==> src/rtl/hpi_burst_ctrl.sv <==
`default_nettype none
// ============================================================================
// Module  : hpi_burst_ctrl
// Brief   : Hardware master for the CY7C67200 Host Port Interface. Runs
//           single-register and auto-incrementing burst accesses with timed
//           active-low CS/R/W strobes, plus a timed chip reset pulse.
// Revision: 1.0 - initial release
// ============================================================================
module hpi_burst_ctrl #(
  parameter int DATA_W     = 16,
  parameter int LEN_W      = 8,
  parameter int SETUP_CYC  = 2,
  parameter int STROBE_CYC = 4,
  parameter int HOLD_CYC   = 2,
  parameter int RESET_CYC  = 64
) (
  input  logic              clk_clk,
  input  logic              reset_reset,
  // command port
  input  logic              cmd_valid,
  output logic              cmd_ready,
  input  logic              cmd_write,
  input  logic              cmd_burst,
  input  logic [1:0]        cmd_reg,
  input  logic [DATA_W-1:0] cmd_mem_addr,
  input  logic [LEN_W-1:0]  cmd_len,
  input  logic              chip_rst_req,
  // write stream
  input  logic [DATA_W-1:0] wr_data,
  input  logic              wr_valid,
  output logic              wr_ready,
  // read stream
  output logic [DATA_W-1:0] rd_data,
  output logic              rd_valid,
  input  logic              rd_ready,
  // status
  output logic              busy,
  output logic              done,
  // HPI pins
  output logic [1:0]        otg_hpi_address,
  input  logic [DATA_W-1:0] otg_hpi_data_in,
  output logic [DATA_W-1:0] otg_hpi_data_out,
  output logic              otg_hpi_r,
  output logic              otg_hpi_w,
  output logic              otg_hpi_cs,
  output logic              otg_hpi_reset
);

  localparam int TMR_W = 16;
  localparam logic [TMR_W-1:0] SETUP_LD  = TMR_W'(SETUP_CYC - 1);
  localparam logic [TMR_W-1:0] STROBE_LD = TMR_W'(STROBE_CYC - 1);
  localparam logic [TMR_W-1:0] HOLD_LD   = TMR_W'(HOLD_CYC - 1);
  localparam logic [TMR_W-1:0] RESET_LD  = TMR_W'(RESET_CYC - 1);
  localparam logic [1:0]       REG_DATA  = 2'd0;
  localparam logic [1:0]       REG_ADDR  = 2'd2;

  typedef enum logic [2:0] {
    S_IDLE     = 3'd0,
    S_CHIP_RST = 3'd1,
    S_SETUP    = 3'd2,
    S_STROBE   = 3'd3,
    S_HOLD     = 3'd4
  } state_t;

  state_t             state, state_nxt;
  logic [TMR_W-1:0]   timer, timer_nxt;        // counts down to 0 within a phase
  logic [LEN_W-1:0]   beats_left, beats_nxt;   // data beats still to run after this one
  logic               is_write, is_write_nxt;  // direction of the command's data beats
  logic               beat_write, beat_write_nxt; // direction of the current beat
  logic               have_data, have_data_nxt;   // current beat needs no stream word
  logic [1:0]         addr_nxt;
  logic [DATA_W-1:0]  dout_nxt;
  logic [DATA_W-1:0]  rd_data_nxt;
  logic               rd_valid_nxt;
  logic               done_nxt;
  logic               ready_nxt;
  logic               cs_nxt, r_nxt, w_nxt, hrst_nxt;

  assign busy = (state != S_IDLE);

  // Next-state, datapath and registered-pin values; wr_ready is the only combinational output.
  always_comb begin
    state_nxt      = state;
    timer_nxt      = timer;
    beats_nxt      = beats_left;
    is_write_nxt   = is_write;
    beat_write_nxt = beat_write;
    have_data_nxt  = have_data;
    addr_nxt       = otg_hpi_address;
    dout_nxt       = otg_hpi_data_out;
    rd_data_nxt    = rd_data;
    rd_valid_nxt   = rd_valid & ~rd_ready;
    done_nxt       = 1'b0;
    wr_ready       = 1'b0;

    case (state)
      S_IDLE: begin
        if (chip_rst_req) begin
          state_nxt = S_CHIP_RST;
          timer_nxt = RESET_LD;
        end else if (cmd_valid && cmd_ready) begin
          state_nxt    = S_SETUP;
          timer_nxt    = SETUP_LD;
          is_write_nxt = cmd_write;
          if (cmd_burst) begin
            // Address beat: always a write of the start address, data already known.
            addr_nxt       = REG_ADDR;
            dout_nxt       = cmd_mem_addr;
            beat_write_nxt = 1'b1;
            have_data_nxt  = 1'b1;
            beats_nxt      = cmd_len;
          end else begin
            addr_nxt       = cmd_reg;
            beat_write_nxt = cmd_write;
            have_data_nxt  = ~cmd_write;
            beats_nxt      = '0;
          end
        end
      end

      S_CHIP_RST: begin
        if (timer == '0) begin
          state_nxt = S_IDLE;
          done_nxt  = 1'b1;
        end else begin
          timer_nxt = timer - TMR_W'(1);
        end
      end

      S_SETUP: begin
        // A write beat waits here with the timer frozen until its stream word arrives.
        if (!have_data) begin
          wr_ready = wr_valid;
          if (wr_valid) begin
            have_data_nxt = 1'b1;
            dout_nxt      = wr_data;
          end
        end
        if (have_data || wr_valid) begin
          if (timer == '0) begin
            state_nxt = S_STROBE;
            timer_nxt = STROBE_LD;
          end else begin
            timer_nxt = timer - TMR_W'(1);
          end
        end
      end

      S_STROBE: begin
        if (timer != '0) begin
          timer_nxt = timer - TMR_W'(1);
        end else if (beat_write) begin
          state_nxt = S_HOLD;
          timer_nxt = HOLD_LD;
        end else if (!rd_valid || rd_ready) begin
          // Output slot is free (or frees this cycle): take the word now.
          rd_data_nxt  = otg_hpi_data_in;
          rd_valid_nxt = 1'b1;
          state_nxt    = S_HOLD;
          timer_nxt    = HOLD_LD;
        end
      end

      S_HOLD: begin
        if (timer != '0) begin
          timer_nxt = timer - TMR_W'(1);
        end else if (beats_left != '0) begin
          // Next burst beat goes to the DATA register; the chip auto-increments.
          beats_nxt      = beats_left - LEN_W'(1);
          state_nxt      = S_SETUP;
          timer_nxt      = SETUP_LD;
          addr_nxt       = REG_DATA;
          beat_write_nxt = is_write;
          have_data_nxt  = ~is_write;
        end else begin
          state_nxt = S_IDLE;
          done_nxt  = 1'b1;
        end
      end

      default: begin
        state_nxt = S_IDLE;
      end
    endcase

    // Pins are registered from the next state so they line up with the state register.
    cs_nxt    = ~((state_nxt == S_SETUP) || (state_nxt == S_STROBE));
    r_nxt     = ~((state_nxt == S_STROBE) && !beat_write_nxt);
    w_nxt     = ~((state_nxt == S_STROBE) && beat_write_nxt);
    hrst_nxt  = ~(state_nxt == S_CHIP_RST);
    ready_nxt = (state_nxt == S_IDLE);
  end

  // State and output registers with synchronous reset that aborts any access.
  always_ff @(posedge clk_clk) begin
    if (reset_reset) begin
      state            <= S_IDLE;
      timer            <= '0;
      beats_left       <= '0;
      is_write         <= 1'b0;
      beat_write       <= 1'b0;
      have_data        <= 1'b0;
      cmd_ready        <= 1'b0;
      done             <= 1'b0;
      rd_data          <= '0;
      rd_valid         <= 1'b0;
      otg_hpi_address  <= '0;
      otg_hpi_data_out <= '0;
      otg_hpi_cs       <= 1'b1;
      otg_hpi_r        <= 1'b1;
      otg_hpi_w        <= 1'b1;
      otg_hpi_reset    <= 1'b1;
    end else begin
      state            <= state_nxt;
      timer            <= timer_nxt;
      beats_left       <= beats_nxt;
      is_write         <= is_write_nxt;
      beat_write       <= beat_write_nxt;
      have_data        <= have_data_nxt;
      cmd_ready        <= ready_nxt;
      done             <= done_nxt;
      rd_data          <= rd_data_nxt;
      rd_valid         <= rd_valid_nxt;
      otg_hpi_address  <= addr_nxt;
      otg_hpi_data_out <= dout_nxt;
      otg_hpi_cs       <= cs_nxt;
      otg_hpi_r        <= r_nxt;
      otg_hpi_w        <= w_nxt;
      otg_hpi_reset    <= hrst_nxt;
    end
  end

endmodule
`default_nettype wire
==> config.mk <==
export PLATFORM = sky130hd
export DESIGN_NAME = hpi_burst_ctrl
export DESIGN_NICKNAME = d
export VERILOG_FILES = /design/src/rtl/hpi_burst_ctrl.sv
export SDC_FILE = /design/constraint.sdc
export NUM_CORES = 1
export LEC_CHECK = 0
export ABC_AREA = 1
export BUFFER_PORTS_ARGS = -buffer_cell sky130_fd_sc_hd__buf_2
export CORE_MARGIN = 2
export CORE_UTILIZATION = 56
export DETAILED_ROUTE_END_ITERATION = 16
export GPL_TIMING_DRIVEN = 0
export PLACE_DENSITY = 0.87
export SYNTH_ARGS = -nofsm -noshare
export SYNTH_HDL_FRONTEND = slang
export SYNTH_SLANG_ARGS = --single-unit
==> constraint.sdc <==
create_clock -name clk_clk -period 2.7 [get_ports clk_clk]
set_input_delay 0.27 -clock clk_clk [delete_from_list [all_inputs] [get_ports clk_clk]]
set_output_delay 0.27 -clock clk_clk [all_outputs]
set_load 0.05 [all_outputs]
==> summary.md <==
| Metric | Value |
|---|---|
| H-tree Lvls | 3 |
| Die Ht | between 80 and 90 um |
| Core Box Area | 0.006386 sq mm |
| Hold Fails Final Rpt | 0 |
| R2R depth | 10 |
| CTS Buf Count | 9 |
| Initial antenna violation count | 0 |
| Fmax | 440.9 MHz |
| Delay-heaviest family, CP | buffers and inverters |
| Number of global-route vias before repair | roughly 3900 |
| XOR/XNOR Fraction of Synth Area | 2.120% |
| Std cell rows | 29 |
| Nets | about 740 |
| Clock latency on the worst-skew pair | 0.35 ns |
| Dpl hpwl | approximately 7500 um |
| Grt ovf | 0 |
| Synth Area in Compound Gates | 16.18% |
| DRT iter0 DRCs | 309 |
| Worst slew pin tran | 0.6377 ns |
| Clk buf depth | 2 |
| CTS sink cnt | just over 70 |
| Residual DRC | 0 |
| Pwr Density | 983.4 mW/mm^2 |
| PostCTS Resize Cnt | 0 |
| Layout fillers | 566 |
| Starting Density | 58.23% |
| Mean Syn Cell Area | around 6.7 sq um |
| Critical Path, Cell by Cell | inv_2 > nor2_1 > nand2_1 > buf_2 > buf_1 > nor2_1 > buf_2 |
| CP endpoint | wr_ready |
| Nature of the critical path startpoint | flip-flop |
| Slowest cell delay on critical path | 0.43 ns |
| Clock Skews | approximately 0.0072 ns |
| Via Count | 4146 |
| Clock transition at the registers of the reported paths | roughly 0.080 ns |
| Port Buffer Count | 108 |
| Design Area, Final | 0.004553 sq mm |
| Main combinational cell family by area after synthesis | simple AND/OR/NAND/NOR gates |
| Vias per Instance | 5.499 |
| Setup crit start | state[1] |
| #FFs+latches synth | around 70 |
| Leak Pwr | 2.323 nW |
| Post-Synth Adder-Cell Area | 1.009% |
| CTS tree | built |
| Max-Cap Viols | 0 |
| Post-Synth Simple-Gate Area | between 30% and 40% |
| Critical-path top delay cell | dfxtp_1 |
| ANT nets after route | 0 |
| Final worst-path setup slack | 0.4317 ns |
| EDFF count, synth | 0 |
| RR Startpoint | timer[0] |
| Multiplexer share of the synthesized area | 0% |
| Worst min-delay path category | primary input to flip-flop |
| Seq/Total Area, Yosys | a little under two fifths |
| Status | finished, final reports clean |
| Crit Path Class | flip-flop to output port |
| Post-Route WL | 10230 um |
| Final setup fails | 0 |
| Routed len/inst | about 14 um |
| Pins over their slew limit | 0 |
| CP bufs+invs | 4 |
| Area delta synth->final | 22.44% |
| Flop2flop setup slack | 0.74 ns |
| Syn_nets | 622 |
| Mapped Area | 0.003719 sq mm |
| Yosys cell types | 39 |
| Final Cycle Share | a little over four fifths |
| Synth Instances | 553 |
| Layout cells sized above 1 | 23.78% |
| CP required | 2.43 ns |
| Ys Warns | 0 |
| Drt pass-1 iters | 6 |
| Slew HR | between 50% and 60% |
| First-pass GRT wire length | between 15000 and 20000 um |
| Dpl cell area | 0.004355 sq mm |
| Reg-to-reg endpoint | rd_data[4] |
| Post-CTS setup buffer count | 0 |
| Global placer's final weighted congestion | 0.9060 |
| Main synth FF type | dfxtp_1 |
| Hold slack | 0.1310 ns |
| VDD IR max | 0.7169 mV |
| Crit end category | output port |
| # diodes | 0 |
| RSZ-0062 raised after global routing | no |
| Place WS | 0.7892 ns |
| Io pins | 109 |
| CP arrival | 2.00 ns |
| Width of the die | 85.49 um |
| Min Clock Period, post-route | 2.268 ns |
| CP Max Fanout | 10 |
| Total Routing Usage GR | around 29% |
| CP Depth | 7 |
| Die area | 0.007309 sq mm |
| Setup TNS | 0 ns |
| Clk root buf | clkbuf_8 |
| CTS Hold Bufs | 0 |
| FFs w/ async S/R, synth | 0% |
| Largest net degree at the start of global routing | 14 |
| Core Util, Final | 71.30% |
-- cells in the mapped netlist, types with 7 or more instances --
master	count	area, sq um
o21ai_1	9	45.04
a31oi_1	16	100.1
nor2_1	95	356.6
nand3_1	22	110.1
nand2_1	117	439.2
nor3_1	20	100.1
a21oi_1	17	85.08
o21ai_0	60	300.3
clkbuf_1	12	45.04
nand4_1	8	50.05
inv_1	47	176.4
xor2_1	7	61.31
dfxtp_1	71	1421
-- how the worst min path moves through the flow --
| stage | startpoint | cells past startpoint | to | slack (ns) |
|---|---|---|---|---|
| after floorplan | reset_reset | 1 | state[1] | 0.35 |
| after global placement | otg_hpi_address[1] | 2 | otg_hpi_address[1] | 0.46 |
| after detailed placement | otg_hpi_address[1] | 2 | otg_hpi_address[1] | 0.47 |
| after CTS | reset_reset | 2 | state[1] | 0.12 |
| after global routing | reset_reset | 2 | state[1] | 0.13 |
| final | reset_reset | 2 | state[1] | 0.13 |
-- through the flow --
step | cells | power, mW
2_1_floorplan | 553 | 3.106
3_3_place_gp | 738 | 3.529
3_5_place_dp | 738 | 3.584
4_1_cts | 754 | 4.454
5_1_grt | 754 | 4.817
6_report | 754 | 4.477
-- worst register-to-register path, delay by kind of cell, from the launching register on --
family        cells  cell delay [ns]
fa+ha+maj         1             0.19
buf+inv           3             0.49
simple gates      6             0.83
flops             1             0.33
-- registers in the layout, indices dropped and copies added (netlist names) --
signal	cells
cmd_ready	1
otg_hpi_data_out	16
timer	16
is_write	1
have_data	1
otg_hpi_address	2
otg_hpi_reset	1
done	1
otg_hpi_w	1
state	3
rd_data	16
otg_hpi_cs	1
beat_write	1
beats_left	8
rd_valid	1
otg_hpi_r	1
-- layout by cell type (no fill, tap or decap), drive strengths merged, types with 3 or more instances in the layout --
| master | count |
|---|---|
| a21oi | 20 |
| a31oi | 16 |
| buf | 115 |
| clkbuf | 22 |
| clkinvlp | 3 |
| dfxtp | 71 |
| ha | 3 |
| inv | 54 |
| nand2 | 125 |
| nand3 | 25 |
| nand4 | 9 |
| nor2 | 103 |
| nor3 | 23 |
| o21ai | 70 |
| xor2 | 7 |
-- power by group --
part	switching [mW]	internal (mW)
clock	0.432	0.431
combinational	1.53	0.681
sequential	0.159	1.24
total	2.13	2.35
-- cell type report --
cell class	count	area [sq um]	share of cell area (%)
Multi-Input combinational cell	409	2003	44.00
Sequential cell	71	1421	31.22
Timing Repair Buffer	108	540.5	11.87
Inverter	54	205.2	4.507
Clock buffer	10	127.6	2.803
Tap cell	77	96.34	2.116
Buffer	19	88.84	1.951
Clock inverter	6	70.07	1.539
-- metal layers --
| metal | routed length [um] | GRT usage (%) | vias to the layer above |
|---|---|---|---|
| li1 | - | - | 2039 |
| met3 | 772 | 5.775 | 20 |
| met2 | 5090 | 48.72 | 179 |
| met1 | 4223 | 37.44 | 1908 |
| met4 | 141 | 9.524 | 0 |
| met5 | 0 | 0 | - |
-- kinds of logic (layout without fill, tap and decap cells) --
family	Yosys count	count (layout)
compound gates	111	111
xor+xnor	9	9
fa+ha+maj	3	3
buf+inv	73	197
flops	71	71
simple gates	286	286
(Power assumes the default switching activity.)
